`src/rtl/lif_pkg.sv`:
```
// Shared definitions for the LIF neuron scheduler: FSM state encoding and
// width helpers for the membrane potential and the neuron index.
package lif_pkg;

  typedef enum logic [1:0] {
    ST_IDLE = 2'd0,
    ST_RUN  = 2'd1,
    ST_DONE = 2'd2
  } lif_state_e;

  localparam int DEF_N_NEURONS = 4;
  localparam int DEF_N_STAGE   = 6;

  // Two guard bits above N_STAGE so leak plus input plus reset fits in one word.
  function automatic int pot_width(input int n_stage);
    return n_stage + 2;
  endfunction

  function automatic int idx_width(input int n_neurons);
    return (n_neurons > 1) ? $clog2(n_neurons) : 1;
  endfunction

endpackage

```
`src/rtl/mem_potential_acc.sv`:
```
// Membrane potential storage plus the shared leak/integrate/reset datapath.
// One neuron is updated per write; fire_o is the spike decision for the new value.
module mem_potential_acc import lif_pkg::*; #(
  parameter int N_NEURONS = DEF_N_NEURONS,
  parameter int W         = pot_width(DEF_N_STAGE),
  parameter int IW        = idx_width(DEF_N_NEURONS)
) (
  input  logic                   clk,
  input  logic                   rst_n,
  input  logic                   clr_i,
  input  logic                   wr_en_i,
  input  logic [IW-1:0]          idx_i,
  input  logic signed [W-1:0]    sum_wx_i,
  input  logic [W-1:0]           threshold_i,
  input  logic [2:0]             beta_shift_i,
  input  logic                   spike_prev_i,
  output logic                   fire_o,
  output logic [N_NEURONS*W-1:0] u_o
);

  logic [W-1:0]        u_q [N_NEURONS];
  logic signed [W-1:0] u_cur;
  logic signed [W-1:0] acc;
  logic signed [W-1:0] u_new;

  // Leak by arithmetic shift, integrate, then subtract-reset if the neuron
  // fired last timestep; everything wraps modulo 2^W.
  always_comb begin
    u_cur  = u_q[idx_i];
    acc    = (u_cur >>> beta_shift_i) + sum_wx_i;
    u_new  = spike_prev_i ? (acc - $signed(threshold_i)) : acc;
    fire_o = !u_new[W-1] && ($unsigned(u_new) >= threshold_i);
  end

  always_ff @(posedge clk or negedge rst_n) begin
    if (!rst_n) begin
      for (int i = 0; i < N_NEURONS; i++) u_q[i] <= '0;
    end else if (clr_i) begin
      for (int i = 0; i < N_NEURONS; i++) u_q[i] <= '0;
    end else if (wr_en_i) begin
      u_q[idx_i] <= u_new;
    end
  end

  for (genvar g = 0; g < N_NEURONS; g++) begin : g_u_out
    assign u_o[g*W +: W] = u_q[g];
  end

endmodule

```
`src/rtl/lif_neuron_scheduler.sv`:
```
// Time-multiplexed leaky integrate-and-fire layer: one start runs a timestep
// that fetches sum_wx for each neuron in index order and updates its potential.
module lif_neuron_scheduler import lif_pkg::*; #(
  parameter int N_NEURONS = DEF_N_NEURONS,
  parameter int N_STAGE   = DEF_N_STAGE
) (
  input  logic                                clk,
  input  logic                                rst_n,
  input  logic                                start,
  input  logic                                clr_state,
  input  logic [N_STAGE+1:0]                  threshold,
  input  logic [2:0]                          beta_shift,
  output logic                                sum_req,
  output logic [idx_width(N_NEURONS)-1:0]     neuron_idx,
  input  logic signed [N_STAGE+1:0]           sum_wx,
  input  logic                                sum_valid,
  output logic [N_NEURONS-1:0]                spikes,
  output logic                                busy,
  output logic                                done,
  output logic [1:0]                          dbg_state_o,
  output logic [N_NEURONS*(N_STAGE+2)-1:0]    dbg_u_o
);

  localparam int W  = pot_width(N_STAGE);
  localparam int IW = idx_width(N_NEURONS);

  lif_state_e           state_q, state_d;
  logic [IW-1:0]        idx_q, idx_d;
  logic [N_NEURONS-1:0] spikes_q, spikes_d;
  logic [N_NEURONS-1:0] pend_q, pend_d;
  logic                 xfer;
  logic                 last;
  logic                 fire;
  logic                 clr;

  // Handshake: sum_req is high for the whole RUN state and never depends on
  // sum_valid; a transfer happens on any edge where sum_req && sum_valid, and
  // neuron_idx/sum_wx must pair up on that same edge.
  assign xfer = (state_q == ST_RUN) && sum_valid;
  assign last = (idx_q == IW'(N_NEURONS - 1));
  assign clr  = (state_q == ST_IDLE) && clr_state;

  always_comb begin
    state_d  = state_q;
    idx_d    = idx_q;
    pend_d   = pend_q;
    spikes_d = spikes_q;
    case (state_q)
      ST_IDLE: begin
        if (clr_state) begin
          pend_d   = '0;
          spikes_d = '0;
        end else if (start) begin
          state_d = ST_RUN;
          idx_d   = '0;
        end
      end
      ST_RUN: begin
        if (sum_valid) begin
          pend_d[idx_q] = fire;
          if (last) begin
            // Publish the whole vector at once so spikes stays stable during RUN.
            spikes_d = pend_d;
            idx_d    = '0;
            state_d  = ST_DONE;
          end else begin
            idx_d = idx_q + IW'(1);
          end
        end
      end
      ST_DONE: state_d = ST_IDLE;
      default: state_d = ST_IDLE;
    endcase
  end

  always_ff @(posedge clk or negedge rst_n) begin
    if (!rst_n) begin
      state_q  <= ST_IDLE;
      idx_q    <= '0;
      spikes_q <= '0;
      pend_q   <= '0;
    end else begin
      state_q  <= state_d;
      idx_q    <= idx_d;
      spikes_q <= spikes_d;
      pend_q   <= pend_d;
    end
  end

  mem_potential_acc #(
    .N_NEURONS (N_NEURONS),
    .W         (W),
    .IW        (IW)
  ) u_mem (
    .clk          (clk),
    .rst_n        (rst_n),
    .clr_i        (clr),
    .wr_en_i      (xfer),
    .idx_i        (idx_q),
    .sum_wx_i     (sum_wx),
    .threshold_i  (threshold),
    .beta_shift_i (beta_shift),
    .spike_prev_i (spikes_q[idx_q]),
    .fire_o       (fire),
    .u_o          (dbg_u_o)
  );

  assign sum_req     = (state_q == ST_RUN);
  assign busy        = (state_q != ST_IDLE);
  assign done        = (state_q == ST_DONE);
  assign neuron_idx  = idx_q;
  assign spikes      = spikes_q;
  assign dbg_state_o = state_q;

endmodule

```
`config.mk`:
```
export PLATFORM = sky130hd
export DESIGN_NAME = lif_neuron_scheduler
export DESIGN_NICKNAME = d
export VERILOG_FILES = /design/src/rtl/lif_pkg.sv /design/src/rtl/mem_potential_acc.sv /design/src/rtl/lif_neuron_scheduler.sv
export SDC_FILE = /design/constraint.sdc
export NUM_CORES = 1
export LEC_CHECK = 0
export CORE_UTILIZATION = 50
export DETAILED_ROUTE_END_ITERATION = 8
export PLACE_DENSITY = 0.77
export SETUP_SLACK_MARGIN = 0.2
export SKIP_CTS_REPAIR_TIMING = 1
export SKIP_LAST_GASP = 1
export SLEW_MARGIN = 40
export SYNTH_ARGS = -nofsm -noshare
export SYNTH_HDL_FRONTEND = slang
export SYNTH_SLANG_ARGS = --single-unit
```
`constraint.sdc`:
```
create_clock -name clk -period 7.6 [get_ports clk]
set_clock_uncertainty 0.15 [all_clocks]
set_input_delay 1.52 -clock clk [delete_from_list [all_inputs] [get_ports clk]]
set_output_delay 1.52 -clock clk [all_outputs]
set_load 0.005 [all_outputs]
```
Word level (Yosys, flattened, before mapping)
Cells that the tools add are included.

Div/mod/pow operators: 0. Muxes and demuxes: 30. Order comparisons: 5. Eq/ne operators: 8. Multiply operators: 0. Add/subtract/negate cells: 3. Bitwise gates (word level): 1. Shift operators: 1. Reduce and logical (&&, ||, !) cells: 14.

Operators with widths (count): 32-bit two-way mux (2); 32-bit bitwise mux (1); 8-bit two-way mux (4); 8-bit binary-select mux with 2-bit select (1); 8-bit demux with 2-bit select (1); 2-bit two-way mux (8); 4-bit two-way mux (4); 4-bit case mux with 2 select lines (2); 4-bit AND reduction (3); 8-bit adder (1); 8-bit greater-or-equal comparator (1); 2-bit case mux with 2 select lines (2); 8-bit by 3-bit >>> shifter with 8-bit output (1); 8-bit subtractor (1); 2-bit != test, second input constant (3); 2-bit nonzero test (3); 1-bit logical AND (5); 4-bit bitwise mux (1); 2-bit equality test, second input constant (2); 2-bit by 1-bit != test with 1-bit output, second input constant (2); 3-bit greater-or-equal comparator, second input constant (1); 2-bit by 3-bit less-than comparator with 1-bit output, second input constant (1); 3-bit by 1-bit less-than comparator with 1-bit output, second input constant (1); 2-bit NOT with 3-bit output (1); other kinds (9) (10).

Register bits after elaboration: 44. Output and inout bits: 43. Bits of input ports: 24. Bits in latches: 0. RAM bits: 0. Memories kept: 0. Word-level logic and storage cells: 70. Memory bits (read-only): 0.

Longest topological paths before layout
Word-level depth: 14. Gate-level depth with buffers: 25. Gate-level depth less buffers: 24.

By module
From an unflattened synthesis, not the netlist that was laid out.

Cells, all modules: 341. Area total of the unflattened synthesis: 3284.4 µm².

By module, submodules not included: mem_potential_acc (cells an instance 279, instances 1, area each 2597.5 µm², sequential area each 800.8 µm²); lif_neuron_scheduler (cells an instance 62, instances 1, area each 686.9 µm², sequential area each 275.3 µm²).

Least setup slack after synthesis
Ideal clock, no wire load.

Kind: input to register. From: in beta_shift[0]. To: reg spikes_q[0], in the netlist spikes[0]. Path buffers: 1. Stages: 23. Data required time: 7.317 ns. Path slack: 1.347 ns. Arrival: 5.970 ns. Setup time: 0.133 ns. Cell sequence: clkbuf_1 -> mux2_2 -> o21ai_0 -> mux2i_1 -> ha_1 -> fa_1 -> a21o_1 -> a21o_1 -> a21o_1 -> a311oi_1 -> inv_1 -> ha_1 -> a21oi_1 -> o21ai_0 -> a41oi_1 -> mux2i_1 -> xnor2_2 -> inv_1 -> ha_1 -> a21oi_1 -> o21ai_0 -> a31oi_1 -> o21ai_0.

Cells in the longest elaborated chain, start to end: 10. Elaborated cells on any way between the ends: 11. Classes of those cells: 2 x add/sub; 1 x order compare; 1 x shift; 5 x mux; 2 x reduce/logical.

Ends and longest elaborated chain: start, declared (line lif_neuron_scheduler.sv:12) `input logic [2:0] beta_shift,`; 8-bit by 3-bit >>> shifter with 8-bit output (*) (line mem_potential_acc.sv:30) `acc = (u_cur >>> beta_shift_i) + sum_wx_i;`; 8-bit adder (*) (line mem_potential_acc.sv:30); 8-bit subtractor (line mem_potential_acc.sv:31) `u_new = spike_prev_i ? (acc - $signed(threshold_i)) : acc;`; 8-bit two-way mux (*) (line mem_potential_acc.sv:31); 8-bit greater-or-equal comparator / 1-bit zero test (equally long branches) (line mem_potential_acc.sv:32) `fire_o = !u_new[W-1] && ($unsigned(u_new) >= threshold_i);`; 1-bit logical AND (*) (line mem_potential_acc.sv:32); 4-bit bitwise mux (*) (line lif_neuron_scheduler.sv:60) `pend_d[idx_q] = fire;`; 4-bit two-way mux (*) (line lif_neuron_scheduler.sv:61) `if (last) begin`; 4-bit two-way mux (*) (line lif_neuron_scheduler.sv:59) `if (sum_valid) begin`; 4-bit case mux with 2 select lines (*) (line lif_neuron_scheduler.sv:48) `case (state_q)`; end signal, assigned (line lif_neuron_scheduler.sv:85) `spikes_q <= spikes_d;`; end, declared (line lif_neuron_scheduler.sv:29) `logic [N_NEURONS-1:0] spikes_q, spikes_d;`.

Mark *: on every way between the ends. The rest lies on a longest branch, timed or not. The select of a mux whose other input is x is not followed. A chain may end at the register's enable or synchronous reset.

Final worst setup path
From: in beta_shift[0]. To: reg pend_q[0].

Cells in the longest elaborated chain, start to end: 9. Elaborated cells on any way between the ends: 10. Classes of those cells: 2 x add/sub; 1 x order compare; 1 x shift; 4 x mux; 2 x reduce/logical.

Ends and longest elaborated chain: 8-bit by 3-bit >>> shifter with 8-bit output (*) (line mem_potential_acc.sv:30); 8-bit adder (*) (line mem_potential_acc.sv:30); 8-bit subtractor (line mem_potential_acc.sv:31); 8-bit two-way mux (*) (line mem_potential_acc.sv:31); 8-bit greater-or-equal comparator / 1-bit zero test (equally long branches) (line mem_potential_acc.sv:32); 1-bit logical AND (*) (line mem_potential_acc.sv:32); 4-bit bitwise mux (*) (line lif_neuron_scheduler.sv:60); 4-bit two-way mux (*) (line lif_neuron_scheduler.sv:59); 4-bit case mux with 2 select lines (*) (line lif_neuron_scheduler.sv:48); end signal, assigned (line lif_neuron_scheduler.sv:86) `pend_q <= pend_d;`; end, declared (line lif_neuron_scheduler.sv:30) `logic [N_NEURONS-1:0] pend_q, pend_d;`.

Marks and branches as above.

==> flow_summary.yaml <==
synth:
  netlist_area_um2: 3020
  synth-edff-count: 0
  yosysMostFrequentCell: "o21ai_0"
  syn-instance-count: 328
  ys_ff_latch: 43
  netlist.area_leader.share_pct: 35.7
  seq_area_frac_synth_pct: 35.7
  ys_top_cells_by_count: "57 x o21ai_0, 43 x dfrtp_1, 39 x nand3_1"
  ys_types: 36
  synth-async-reset-ratio_pct: 100
  synth_top_area_cell: "dfrtp_1"
  synthFlopType: "dfrtp_1"
  yosys_warnings: 0
  syn_area_per_cell_um2: 9.20
  syn-num-nets: 380
  ys_top_cells_by_area: "dfrtp_1 36%, ha_1 11%, o21ai_0 9.5%"
finish:
  area_growth_pct: 26.3
  layout-drive-gt1-share_pct: 6.48
  diodes: 0
  nNetsFinal: 438
  fin_area_um2: 3810
routing:
  vias_per_cell: 5.81
  num_vias: 2659
  drt-pass1-iter-count: 4
  antenna_left: 0
  drc: 0
  drt_iter0_drc: 159
  routedWlPerCell_um: 16.4
  wirelength_um: 7530
hold_path:
  hp-class: "reg2reg"
global_routing:
  grt_usage_pct: 25.1
  grt_pass1_vias: 2508
  grt_start_max_net_pins: 44
  gr-total-overflow: 0
  grt_pass1_wl_um: 12200
  antenna_found_initial: 0
timing:
  fin_crit_sh_pct: 90.1
  fmax_mhz: 146
  finalHoldViolCount: 0
  setup_violations: 0
  layout_setup_ws_ns: 0.752
  fin_setup_tns_ns: 0
  hold_ws_ns: 0.358
  min_period_ns: 6.85
  rsz0062_at_grt: "false"
  worst_pin_slew_ns: 0.770
  max_slew_margin_pct: 48.5
  slew_viol_final: 0
cts:
  cts_tree: "yes"
  worstSkewPairLatency_ns: 0.29
  clock_path_buffers: 2
  cts_max_level: 2
  cts-root-buf: "clkbuf_8"
  clkSinkCount: 43
  numCtsBuffers: 5
  path_clk_slew_ns: 0.08
setup_path:
  path_cells: "clkdlybuf4s50_1 > mux2_2 > o21ai_0 > mux2i_1 > ha_1 > fa_1 > a21o_1 > a21o_1 > a21o_1 > a311oi_1 > inv_1 > ha_1 > a21oi_1 > o21ai_0 > a41oi_1 > mux2i_1 > xnor2_2 > inv_1 > ha_1 > nand2_1 > o21ai_0 > nand2_2 > o21ai_0"
  cp.required_ns: 7.65
  slowest_stage: "clkdlybuf4s50_1"
  arrival_ns: 6.90
  r2r_slack_ns: 1.33
  worst-setup-path-type: "in2reg"
  critical_path.startpoint_type: "input port"
  cp_max_fo: 8
  critPathMaxStageDelay_ns: 0.70
  endpoint_kind: "flop"
  cp_common_cell: "o21ai_0"
pwr:
  p_leak_nw: 1.70
  p_per_area_nw_per_um2: 470
  ir_drop_v: 0.000197
  total_power_w: 0.00179
die:
  die_x_um: 79.7
  num_rows: 27
  ios: 67
  core-area_um2: 5680
  die_y_um: 79.7
  die-area_um2: 6350
  start_util_pct: 53.2
placed_design:
  dp_hpwl_um: 5620
  place_congestion: 0.878
  place_area_um2: 3710
  place_ws_ns: 0.456
  port_buffers: 66
outcome:
  status: "finished clean"
run:
  cap_viol_max_count: 0
-- cell type report --
| class | count | area [um^2] |
|---|---|---|
| fillers | 475 | 1870 |
| well taps | 72 | 90.1 |
| clock buffers | 6 | 72.6 |
| inverters | 23 | 86.3 |
| multi-input cells | 246 | 1790 |
| flip-flops and latches | 43 | 1080 |
| repair buffers | 67 | 666 |
| clock inverters | 1 | 30.0 |
-- cell families (layout without fill, tap and decap cells) --
family / count (synthesis) / in the layout / synth area share [%]
AO/OA/AOI/OAI: 95 / 95 / 17.9
AND/OR/NAND/NOR: 91 / 91 / 14.6
flip-flops: 43 / 43 / 35.7
buffers and inverters: 39 / 97 / 5.02
adder cells (fa/ha/maj): 28 / 28 / 12.1
multiplexers: 24 / 24 / 11.9
XOR/XNOR: 8 / 8 / 2.82
-- critical path: cells and delay by family --
kind | cells | cell delay (ns)
buffers and inverters | 3 | 0.87
adders and majority gates | 4 | 1.27
and+or+nand+nor | 2 | 0.20
AOI/OAI and AO/OA | 10 | 2.00
muxes | 3 | 0.82
xor gates and xnor gates | 1 | 0.21
-- state kept, by name, summed over array words and instances, names as in the netlist --
name         cells
dbg_state_o      2
neuron_idx       2
pend_q           3
spikes           4
u_mem.u_o       32
-- stage by stage --
stage | instances | util (%)
after floorplan | 328 | -
after detailed placement | 451 | 65.3
after global routing | 458 | 67.1
final | 458 | 67.1
after CTS | 458 | 67.1
after global placement | 451 | 65.3
-- final timing paths --
kind | from | depth (start not counted) | end
worst max-delay path | beta_shift[0] | 23 | pend_q[0]
worst min-delay path | pend_q[2] | 2 | pend_q[2]
worst max register to register | neuron_idx[0] | 23 | pend_q[0]
worst min register to register | pend_q[2] | 2 | pend_q[2]
max in group asynchronous | rst_n | 1 | u_mem.u_o[21]
min in group asynchronous | rst_n | 1 | u_mem.u_o[29]
-- placed cells by master, fill, tap and decap left out, types with 3 or more instances in the layout --
| cell type | Yosys | routed |
|---|---|---|
| mux2i_1 | 10 | 10 |
| o21a_1 | 5 | 5 |
| nand3_1 | 39 | 39 |
| dfrtp_1 | 43 | 43 |
| o21ai_0 | 57 | 57 |
| mux2_2 | 5 | 5 |
| ha_1 | 26 | 26 |
| clkdlybuf4s50_1 | 0 | 65 |
| xor2_1 | 3 | 3 |
| a31oi_1 | 5 | 5 |
| inv_1 | 23 | 23 |
| nand2_1 | 21 | 21 |
| clkbuf_8 | 0 | 5 |
| xnor2_1 | 3 | 3 |
| nor2b_1 | 6 | 6 |
| nand2b_1 | 6 | 6 |
| a21o_1 | 6 | 6 |
| a21oi_1 | 12 | 12 |
| mux4_2 | 9 | 9 |
| nor2_1 | 13 | 13 |
-- per-layer routing --
| layer | share of wire, % | wire (um) | vias to the layer above | global-route usage, % |
|---|---|---|---|---|
| met3 | 4.2 | 315 | 5 | 3.20 |
| met1 | 45 | 3390 | 1278 | 34.3 |
| met5 | 0 | 0 | - | 0 |
| li1 | - | - | 1292 | - |
| met2 | 50 | 3780 | 84 | 42.9 |
| met4 | 0.58 | 44 | 0 | 4.55 |
-- where the power goes --
group | leakage (nW) | internal [W] | switching (W) | total [W]
registers | 0.567 | 0.000318 | 0.000103 | 0.000422
logic | 1.09 | 0.000570 | 0.000630 | 0.00120
clock network | 0.0513 | 0.0000963 | 0.0000740 | 0.000170
No activity file was read; power rests on OpenSTA's default activity.
==> patch, RTL diff (same flow settings) <==
Register the outputs `sum_req`, `busy` and `done`; this adds one clock of latency there. The other outputs are not delayed to match.
--- a/src/rtl/lif_neuron_scheduler.sv
+++ b/src/rtl/lif_neuron_scheduler.sv
@@ -105,9 +105,11 @@
     .u_o          (dbg_u_o)
   );
 
-  assign sum_req     = (state_q == ST_RUN);
-  assign busy        = (state_q != ST_IDLE);
-  assign done        = (state_q == ST_DONE);
+  always_ff @(posedge clk) begin
+    sum_req <= (state_q == ST_RUN);
+    busy    <= (state_q != ST_IDLE);
+    done    <= (state_q == ST_DONE);
+  end
   assign neuron_idx  = idx_q;
   assign spikes      = spikes_q;
   assign dbg_state_o = state_q;
Formal check against the unedited RTL: not equivalent (Yosys sat finds a counterexample within 4 cycles, from zero or initial values and one cycle with rst_n low).
==> patch against the unedited design <==
Worst setup slack improved by 0.022 ns. Utilization decreased by 1.4 points. Sequential cell count increased by 3. Wire length increased by 0.31%. Global-route usage about the same. Power increased by 1.8%. Design area increased by 2.1%. Area after synthesis increased by 2.0%. Largest cell class unchanged. Hold slack improved by 0.013 ns.
==> patch: results (changes against the unedited design) <==
Status
  • Status: completed

GRT
  • Largest net degree at the start of global routing: 44 (unchanged)
  • Vias in the first global route: 2493 (-0.60%)
  • Initial antenna violation count: 0 (unchanged)
  • Grt ovf: 0 (unchanged)
  • Global-route wire length before repair: 12.31 mm (+1.1%)
  • Gr usage total: 25.14% (+0.036 points)

Clock tree
  • Clk slew on worst S/H paths: 0.08 ns (about the same)
  • CTS Buf Count: 5 (unchanged)
  • Clk_lat worst skew: 0.30 ns
  • Root Buffer: clkbuf_8
  • H-tree levels: 2 (unchanged)
  • CTS Buffer Depth: 2 (unchanged)

Drt
  • DR top layer: met4
  • DR WL met3: 372 µm (+18%)
  • Vias: 2672 (+0.49%)
  • Met1 wire length: 3.455 mm (+1.9%)
  • Wire length on met2: 3.588 mm (-5.0%)
  • Overall routed net length: 7.551 mm (+0.31%)
  • Initial DRT Pass Iterations: 4 (unchanged)
  • Initial detailed-routing violation count: 139 (-13%)

Yosys
  • Synth Warn #: 0 (unchanged)
  • Commonest cells post-synth: 57 x o21ai_0, 43 x dfrtp_1, 39 x nand3_1, 26 x ha_1, 23 x inv_1
  • Synth area leaders: dfrtp_1 35%, ha_1 11%, o21ai_0 9.3%, mux4_2 6.6%, nand3_1 6.3%
  • Register area share after synthesis: 36.93% (+1.3 points)
  • Synth Net Count: 383 (+0.79%)
  • Ys flop type: dfrtp_1
  • Post-Syn Instances: 331 (+0.91%)
  • Yosys cell types: 37 (+2.8%)
  • Post-synth ARST share: 93.48% (-6.5 points)

Finish
  • Layout Nets: 441 (+0.68%)
  • Fin cells: 465 (+1.5%)
  • Share of layout cells above drive strength 1: 6.923% (+0.45 points)
  • Max reg flops: 32 (unchanged)
  • Diode count: 0 (unchanged)

Placement
  • HPWL after DPL: 5.474 mm (-2.6%)
  • GPL Wtd Cong: 0.8619 (-1.9%)
  • IO Port Bufs: 66 (unchanged)
  • Placed insts: 457 (+1.3%)
  • DP Area: 3771 µm² (+1.7%)

Pwr
  • Worst vdd ir: 0.2351 mV (+19%)
  • P_leak: 1.735 nW (+1.8%)

Worst hold path
  • Hold Path Class: register to register

Setup path
  • CP max FO: 8 (unchanged)
  • Crit path DAT: 6.89 ns (about the same)

Timing
  • Rel. slew slack: 46.52% (-2.0 points)
[patch: cell types whose count changed after synthesis, sizes merged]
cell	delta
dfxtp	+3
[patch: metal layers]
layer / vias up / global-route usage (%)
li1: 1304 / -
met1: 1270 / 34.78
met2: 88 / 41.10
met3: 10 / 2.841
met4: 0 / 8.036
met5: - / 0
[patch: cell families (layout without fill, tap and decap cells)]
family / after synthesis / after routing / share of synthesized area (%)
mux: 24 / 24 / 11.67
simple gates: 91 / 91 / 14.28
xor+xnor: 8 / 8 / 2.766
flops: 46 / 46 / 36.93
buf+inv: 39 / 98 / 4.921
compound gates: 95 / 95 / 17.57
fa+ha+maj: 28 / 28 / 11.87
[patch: final cells by class]
type,count,area (µm²)
clock buffer,7,86.33
clock inverter,1,30.03
fill,486,2032
inverter,23,86.33
multi-input combinational,246,1789
sequential,46,1137
tap,75,93.84
timing repair buffer,67,665.6
[patch: power by group]
part / total (mW) / internal [mW] / switching, mW
clock network: 0.188 / 0.107 / 0.0809
logic: 1.19 / 0.567 / 0.626
registers: 0.444 / 0.340 / 0.104
[patch: per-stage QoR]
stage | utilization, % | setup slack [ns] | hold slack [ns]
after CTS | 65.66 | 0.8155 | 0.3646
after floorplan | - | 1.347 | 0.3105
after detailed placement | 63.69 | 0.5390 | 0.3435
after global routing | 65.68 | 0.3920 | 0.3981
final | 65.68 | 0.7746 | 0.3710
after global placement | 63.65 | 0.7376 | 0.3310
[patch: path summary, 6_finish.rpt]
kind / startpoint / end / slack [ns] / cells past startpoint
min in group asynchronous: rst_n / u_mem.u_o[21] / 1.05 / 1
max: beta_shift[0] / spikes[1] / 0.77 / 23
min: pend_q[2] / pend_q[2] / 0.37 / 2
max in group asynchronous: rst_n / neuron_idx[0] / 5.84 / 1
min reg2reg: pend_q[2] / pend_q[2] / 0.37 / 2
max reg2reg: neuron_idx[0] / spikes[1] / 1.57 / 23
[patch: worst max-delay path: stages]
cell and delay, ns:
clkdlybuf4s50_1 0.69, mux2_2 0.39, o21ai_0 0.22, mux2i_1 0.13
ha_1 0.22, fa_1 0.42, a21o_1 0.17, a21o_1 0.21
a21o_1 0.18, a311oi_1 0.32, inv_1 0.08, ha_1 0.33
a21oi_1 0.13, o21ai_0 0.10, a41oi_1 0.21, mux2i_1 0.30
xnor2_2 0.22, inv_1 0.09, ha_1 0.30, nand2_1 0.05
o21ai_0 0.26, nand2_2 0.14, o21ai_0 0.21
